===== config.mk =====
export PLATFORM = sky130hd
export DESIGN_NAME = byte_cmd_serializer
export DESIGN_NICKNAME = d
export VERILOG_FILES = /design/src/rtl/byte_cmd_serializer.sv
export SDC_FILE = /design/constraint.sdc
export NUM_CORES = 1
export LEC_CHECK = 0
export CAP_MARGIN = 20
export CORE_ASPECT_RATIO = 1.2
export CORE_MARGIN = 2
export CORE_UTILIZATION = 25
export DETAILED_ROUTE_END_ITERATION = 10
export DONT_BUFFER_PORTS = 1
export GPL_TIMING_DRIVEN = 0
export PLACE_DENSITY = 0.48
export RECOVER_POWER = 100
export SETUP_SLACK_MARGIN = 0.3
export SYNTH_ARGS = -nofsm -noshare
export SYNTH_HDL_FRONTEND = slang
export SYNTH_SLANG_ARGS = --single-unit

===== constraint.sdc =====
create_clock -name Clk -period 3.3 [get_ports Clk]
set_clock_uncertainty 0.1 [all_clocks]
set_input_delay 0.66 -clock Clk [delete_from_list [all_inputs] [get_ports Clk]]
set_output_delay 0.66 -clock Clk [all_outputs]
set_load 0.02 [all_outputs]

===== src/rtl/byte_cmd_serializer.sv =====
// Small synchronous FIFO with a registered occupancy count. Writes are ignored when full, reads when empty.
// Latency: a write is visible on rd_dat in the cycle after the push edge; rd_dat is combinational from the head entry.
// Backpressure: full is count[MSB], which relies on DEPTH being a power of two; a pop does not free space for a same-cycle push.
module sync_fifo #(
    parameter int WIDTH      = 56,
    parameter int DEPTH      = 4,
    parameter int DEPTH_LOG2 = 2
) (
    input  logic                  clk,
    input  logic                  rst,
    input  logic                  push,
    input  logic                  pop,
    input  logic [WIDTH-1:0]      wr_dat,
    output logic [WIDTH-1:0]      rd_dat,
    output logic [DEPTH_LOG2:0]   count,
    output logic                  full,
    output logic                  empty
);
    logic [WIDTH-1:0]      mem [DEPTH];
    logic [DEPTH_LOG2-1:0] wr_ptr;
    logic [DEPTH_LOG2-1:0] rd_ptr;
    logic                  push_ok;
    logic                  pop_ok;

    assign full    = count[DEPTH_LOG2];
    assign empty   = (count == '0);
    assign push_ok = push & ~full;
    assign pop_ok  = pop & ~empty;
    assign rd_dat  = mem[rd_ptr];

    always_ff @(posedge clk or posedge rst) begin
        if (rst) begin
            wr_ptr <= '0;
            rd_ptr <= '0;
            count  <= '0;
        end else begin
            if (push_ok) wr_ptr <= wr_ptr + 1'b1;
            if (pop_ok)  rd_ptr <= rd_ptr + 1'b1;
            case ({push_ok, pop_ok})
                2'b10:   count <= count + 1'b1;
                2'b01:   count <= count - 1'b1;
                default: count <= count;
            endcase
        end
    end

    // Storage is not reset; pointer reset alone discards stale entries.
    always_ff @(posedge clk) begin
        if (push_ok) mem[wr_ptr] <= wr_dat;
    end
endmodule

// Serializes address/data write commands into MSB-first byte frames on ID/IValid.
// Latency: push at E0 into an idle block, pop at E1, byte0 registered at E2; queued frames follow with no bubble.
// Backpressure: CmdReady = !full (low during reset); Rdyn=1 at a launch edge holds ID and index with IValid low.
module byte_cmd_serializer #(
    parameter int ADDR_WIDTH      = 24,
    parameter int DATA_WIDTH      = 32,
    parameter int FIFO_DEPTH      = 4,
    parameter int FIFO_DEPTH_LOG2 = 2,
    parameter int GAP_CYCLES      = 0
) (
    input  logic                       Clk,
    input  logic                       ARst,
    input  logic [ADDR_WIDTH-1:0]      CmdAddr,
    input  logic [DATA_WIDTH-1:0]      CmdData,
    input  logic                       CmdValid,
    output logic                       CmdReady,
    input  logic                       Rdyn,
    output logic [7:0]                 ID,
    output logic                       IValid,
    output logic                       Busy,
    output logic [FIFO_DEPTH_LOG2:0]   Level
);
    localparam int FRAME_BITS = ADDR_WIDTH + DATA_WIDTH;
    localparam int NBYTES     = FRAME_BITS / 8;
    localparam int IDX_W      = $clog2(NBYTES);
    localparam logic [IDX_W-1:0] LAST_IDX = IDX_W'(NBYTES - 1);
    localparam logic [3:0]       GAP_LAST = 4'((GAP_CYCLES > 0) ? GAP_CYCLES - 1 : 0);

    typedef enum logic [1:0] {IDLE, SEND, GAP} state_t;

    state_t                state;
    state_t                state_nxt;
    logic [FRAME_BITS-1:0] frame_sr;
    logic [FRAME_BITS-1:0] frame_sr_nxt;
    logic [IDX_W-1:0]      byte_idx;
    logic [IDX_W-1:0]      byte_idx_nxt;
    logic [3:0]            gap_cnt;
    logic [3:0]            gap_cnt_nxt;
    logic [7:0]            id_nxt;
    logic                  ivalid_nxt;
    logic                  fifo_push;
    logic                  fifo_pop;
    logic                  fifo_full;
    logic                  fifo_empty;
    logic [FRAME_BITS-1:0] fifo_rd_dat;

    assign CmdReady  = ~fifo_full & ~ARst;
    assign fifo_push = CmdValid & CmdReady;
    assign Busy      = (state != IDLE) | (Level != '0);

    sync_fifo #(
        .WIDTH      (FRAME_BITS),
        .DEPTH      (FIFO_DEPTH),
        .DEPTH_LOG2 (FIFO_DEPTH_LOG2)
    ) u_cmd_fifo (
        .clk    (Clk),
        .rst    (ARst),
        .push   (fifo_push),
        .pop    (fifo_pop),
        .wr_dat ({CmdAddr, CmdData}),
        .rd_dat (fifo_rd_dat),
        .count  (Level),
        .full   (fifo_full),
        .empty  (fifo_empty)
    );

    always_ff @(posedge Clk or posedge ARst) begin
        if (ARst) begin
            state    <= IDLE;
            frame_sr <= '0;
            byte_idx <= '0;
            gap_cnt  <= '0;
            ID       <= '0;
            IValid   <= 1'b0;
        end else begin
            state    <= state_nxt;
            frame_sr <= frame_sr_nxt;
            byte_idx <= byte_idx_nxt;
            gap_cnt  <= gap_cnt_nxt;
            ID       <= id_nxt;
            IValid   <= ivalid_nxt;
        end
    end

    always_comb begin
        state_nxt    = state;
        frame_sr_nxt = frame_sr;
        byte_idx_nxt = byte_idx;
        gap_cnt_nxt  = gap_cnt;
        id_nxt       = ID;
        ivalid_nxt   = 1'b0;
        fifo_pop     = 1'b0;
        case (state)
            IDLE: begin
                if (!fifo_empty) begin
                    fifo_pop     = 1'b1;
                    frame_sr_nxt = fifo_rd_dat;
                    byte_idx_nxt = '0;
                    state_nxt    = SEND;
                end
            end
            SEND: begin
                // The shift register always presents the next byte at its top.
                if (!Rdyn) begin
                    id_nxt       = frame_sr[FRAME_BITS-1 -: 8];
                    ivalid_nxt   = 1'b1;
                    frame_sr_nxt = frame_sr << 8;
                    byte_idx_nxt = byte_idx + 1'b1;
                    if (byte_idx == LAST_IDX) begin
                        if (GAP_CYCLES > 0) begin
                            gap_cnt_nxt = '0;
                            state_nxt   = GAP;
                        end else if (!fifo_empty) begin
                            fifo_pop     = 1'b1;
                            frame_sr_nxt = fifo_rd_dat;
                            byte_idx_nxt = '0;
                        end else begin
                            state_nxt = IDLE;
                        end
                    end
                end
            end
            GAP: begin
                if (gap_cnt == GAP_LAST) begin
                    state_nxt = IDLE;
                end else begin
                    gap_cnt_nxt = gap_cnt + 1'b1;
                end
            end
            default: state_nxt = IDLE;
        endcase
    end
endmodule

==> run metrics <==
status=finished with violations; failing checks=capacitance limit, slew limit; Max VDD drop=0.000438 V; WHS Path Cells=0; CTS tree=done; Yosys reg bits=300; Initial DRT Pass Iterations=4; post-CTS sizing=0; Gate Count Post-Synth=625; 1st-iter DRT viols=383; Seq/Total Area, Yosys=73.1%; WL final=26300 microns; post-synth top area share=57.0%; fin cells=1312; post-route ant nets=0; clk slew on worst S/H paths=0.06 ns; Synthesized Nets=693; first-pass GRT wire length=40300 microns; HP Class=in -> reg; Final WS setup=0.397 ns; DR vias/cell=4.46; diode count=0; worst slack, placed=0.442 ns; fin crit share=88.0%; Worst-Skew Late Latency=0.56 ns; post-synth cell types=32; Static Leak=0.00438 uW; Synth area leader=edfxtp_1; post-DR wirelength/cell=20.0 microns; Final Hold Vio Count=0; Worst Hold Launch=CmdData[14]; Worst setup SP type=flip-flop; Rel. slew slack=-6.64%; Post-Place Cell Area=12700 sq um; pin count of the biggest net entering global routing=51; RSZ-0062 raised after global routing=false; Total Die Area=49000 sq um; fin. max-slew vios=31; reg-to-reg setup timing slack=0.42 ns; total global-route track usage=10.8%; Final setup viols=0; clk root buf=clkbuf_16; vias in the first global route=6294; Setup CP Type=reg -> out; R2R depth=10; row cnt=87; power density over cell area=783 nW/um^2; Finished Cell Area=13700 sq um; Final Wtd Congestion=0.697; Inst Count DP=1253; hold path endpoint=u_cmd_fifo.mem[1][14]; TritonCTS Buffers=30; Synth area leaders=edfxtp_1 (57%), dfrtp_1 (16%), mux4_2 (11%); count of input and output buffers=0; IO Pins=74; critical path endpoint category=output pin; HPWL after detailed placement=17600 microns; Max Fanout on Critical Path=6; Worst EP arrival=2.14 ns; H-tree levels=1; Filler cells=4721; clk sink count=300; worst reg2reg endpoint=u_cmd_fifo.count[2]; nets=733; Ys Warns=0; Tmin final=2.90 ns; clk buf depth=3; share of layout cells above drive strength 1=18.9%; vias=5853; core box area=46800 sq um; Peak Freq=344 MHz; worst slew pin tran=1.59 ns; initial antenna violation count=0; gr ovfl total=0; die width=202 microns; post-detailed-route DRC marker count=0; synth-to-layout area growth=15.7%; initial core utilization=25.2%; CP Data Required Time=2.54 ns; Critical R2R Launch=state[0]; number of max-cap violations=1; Die H=242 microns; Syn Area/Cell=18.9 sq um; Mapped Area=11800 sq um
[registers in the layout (all words and copies together), names as in the netlist]
signal             cells
ID                     8
IValid                 1
byte_idx               3
frame_sr              56
state                  1
u_cmd_fifo.count       3
u_cmd_fifo.mem       224
u_cmd_fifo.rd_ptr      2
u_cmd_fifo.wr_ptr      2
[critical path: stages, from the launching register on]
cell	delay [ns]
dfrtp_1	0.45
buf_2	0.23
nor4_1	0.56
inv_1	0.34
[stage by stage]
stage               hold slack [ns]  TNS, ns  util, %  total power [uW]
floorplan                     0.373        0        -              6790
global placement              0.404   -37.42     26.9              7520
detailed placement            0.399        0     27.2              7580
CTS                          0.0605        0     29.3             10900
global route                 0.0619        0     29.2             11200
finish                       0.0957        0     29.2             10700
[synth_stat cells (all sizes together)]
cell type  instances
ha                 7
nand2b             2
xor2               3
clkbuf            29
a22o               8
buf               24
fa                 1
nand2              4
mux2i              1
nand3              1
a211oi             1
xnor2              3
nor4               1
o311ai             2
edfxtp           224
a2111oi            1
a311oi            48
mux4              56
o21ai             51
and2               2
dfrtp             76
a2bb2oi           48
nor2               3
and3               4
o311a              1
inv               12
nor3               1
mux2               9
o2bb2ai            2
[final cells by class]
| class | count | area [sq um] | area share, % |
|---|---|---|---|
| repair buffers | 8 | 144 | 1.05 |
| flip-flops and latches | 300 | 8630 | 63.2 |
| clock inverters | 7 | 87.6 | 0.641 |
| clock buffers | 49 | 863 | 6.32 |
| plain buffers | 53 | 225 | 1.65 |
| well taps | 623 | 779 | 5.71 |
| multi-input cells | 260 | 2890 | 21.1 |
| inverters | 12 | 46.3 | 0.339 |
[cell usage in the layout, fill, tap and decap left out, types with 2 or more instances in the layout]
cell type	count
a22o_1	8
a2bb2oi_1	48
a311oi_1	48
and2_0	2
and3_1	2
and3_2	2
buf_1	2
buf_12	2
buf_16	3
buf_2	15
buf_4	3
bufinv_16	2
clkbuf_1	51
clkbuf_16	31
clkbuf_8	2
clkinv_1	3
dfrtp_1	76
edfxtp_1	224
ha_1	7
inv_1	11
mux2_2	9
mux4_2	56
nand2_1	4
nand2b_1	2
nor2_1	3
o21ai_0	51
o2bb2ai_1	2
xnor2_1	3
xor2_1	3
[worst max-delay path by stage]
stage,from,to,cells past startpoint
2_1_floorplan,ARst,ID[0],1
3_3_place_gp,ARst,frame_sr[46],1
3_5_place_dp,u_cmd_fifo.count[0],u_cmd_fifo.count[2],9
4_1_cts,u_cmd_fifo.count[0],Busy,3
5_1_grt,u_cmd_fifo.count[2],u_cmd_fifo.count[2],10
6_report,u_cmd_fifo.count[0],Busy,3
[report_power, final]
| part | leakage (uW) | switching (uW) | internal (uW) |
|---|---|---|---|
| logic | 0.00103 | 1180 | 1150 |
| registers | 0.00290 | 403 | 4650 |
| clock network | 0.000453 | 1370 | 1930 |
| total | 0.00438 | 2950 | 7740 |
[per-layer routing]
metal  track usage [%]  up-vias  share of wire [%]
met5                 0        -                  0
met4              2.83        0                1.6
met3              3.08       29                6.4
met1              12.7     3023                 40
met2              19.1      115                 52
li1                  -     2686                  -
[kinds of logic (layout without fill, tap and decap cells)]
logic type,count (synthesis),count (layout),synth area share [%]
simple gates,18,18,0.911
buf+inv,65,129,2.38
compound gates,162,162,10.6
fa+ha+maj,8,8,0.911
flops,300,300,73.1
mux,66,66,11.6
xor+xnor,6,6,0.445
[timing repair]
item / CTS / global route
setup buffers: 0 / 2
hold buffers: 1 / 0
endpoints found under the setup margin: 0 / 1
hold endpoints to repair: 30 / 0
(Power assumes the default switching activity.)
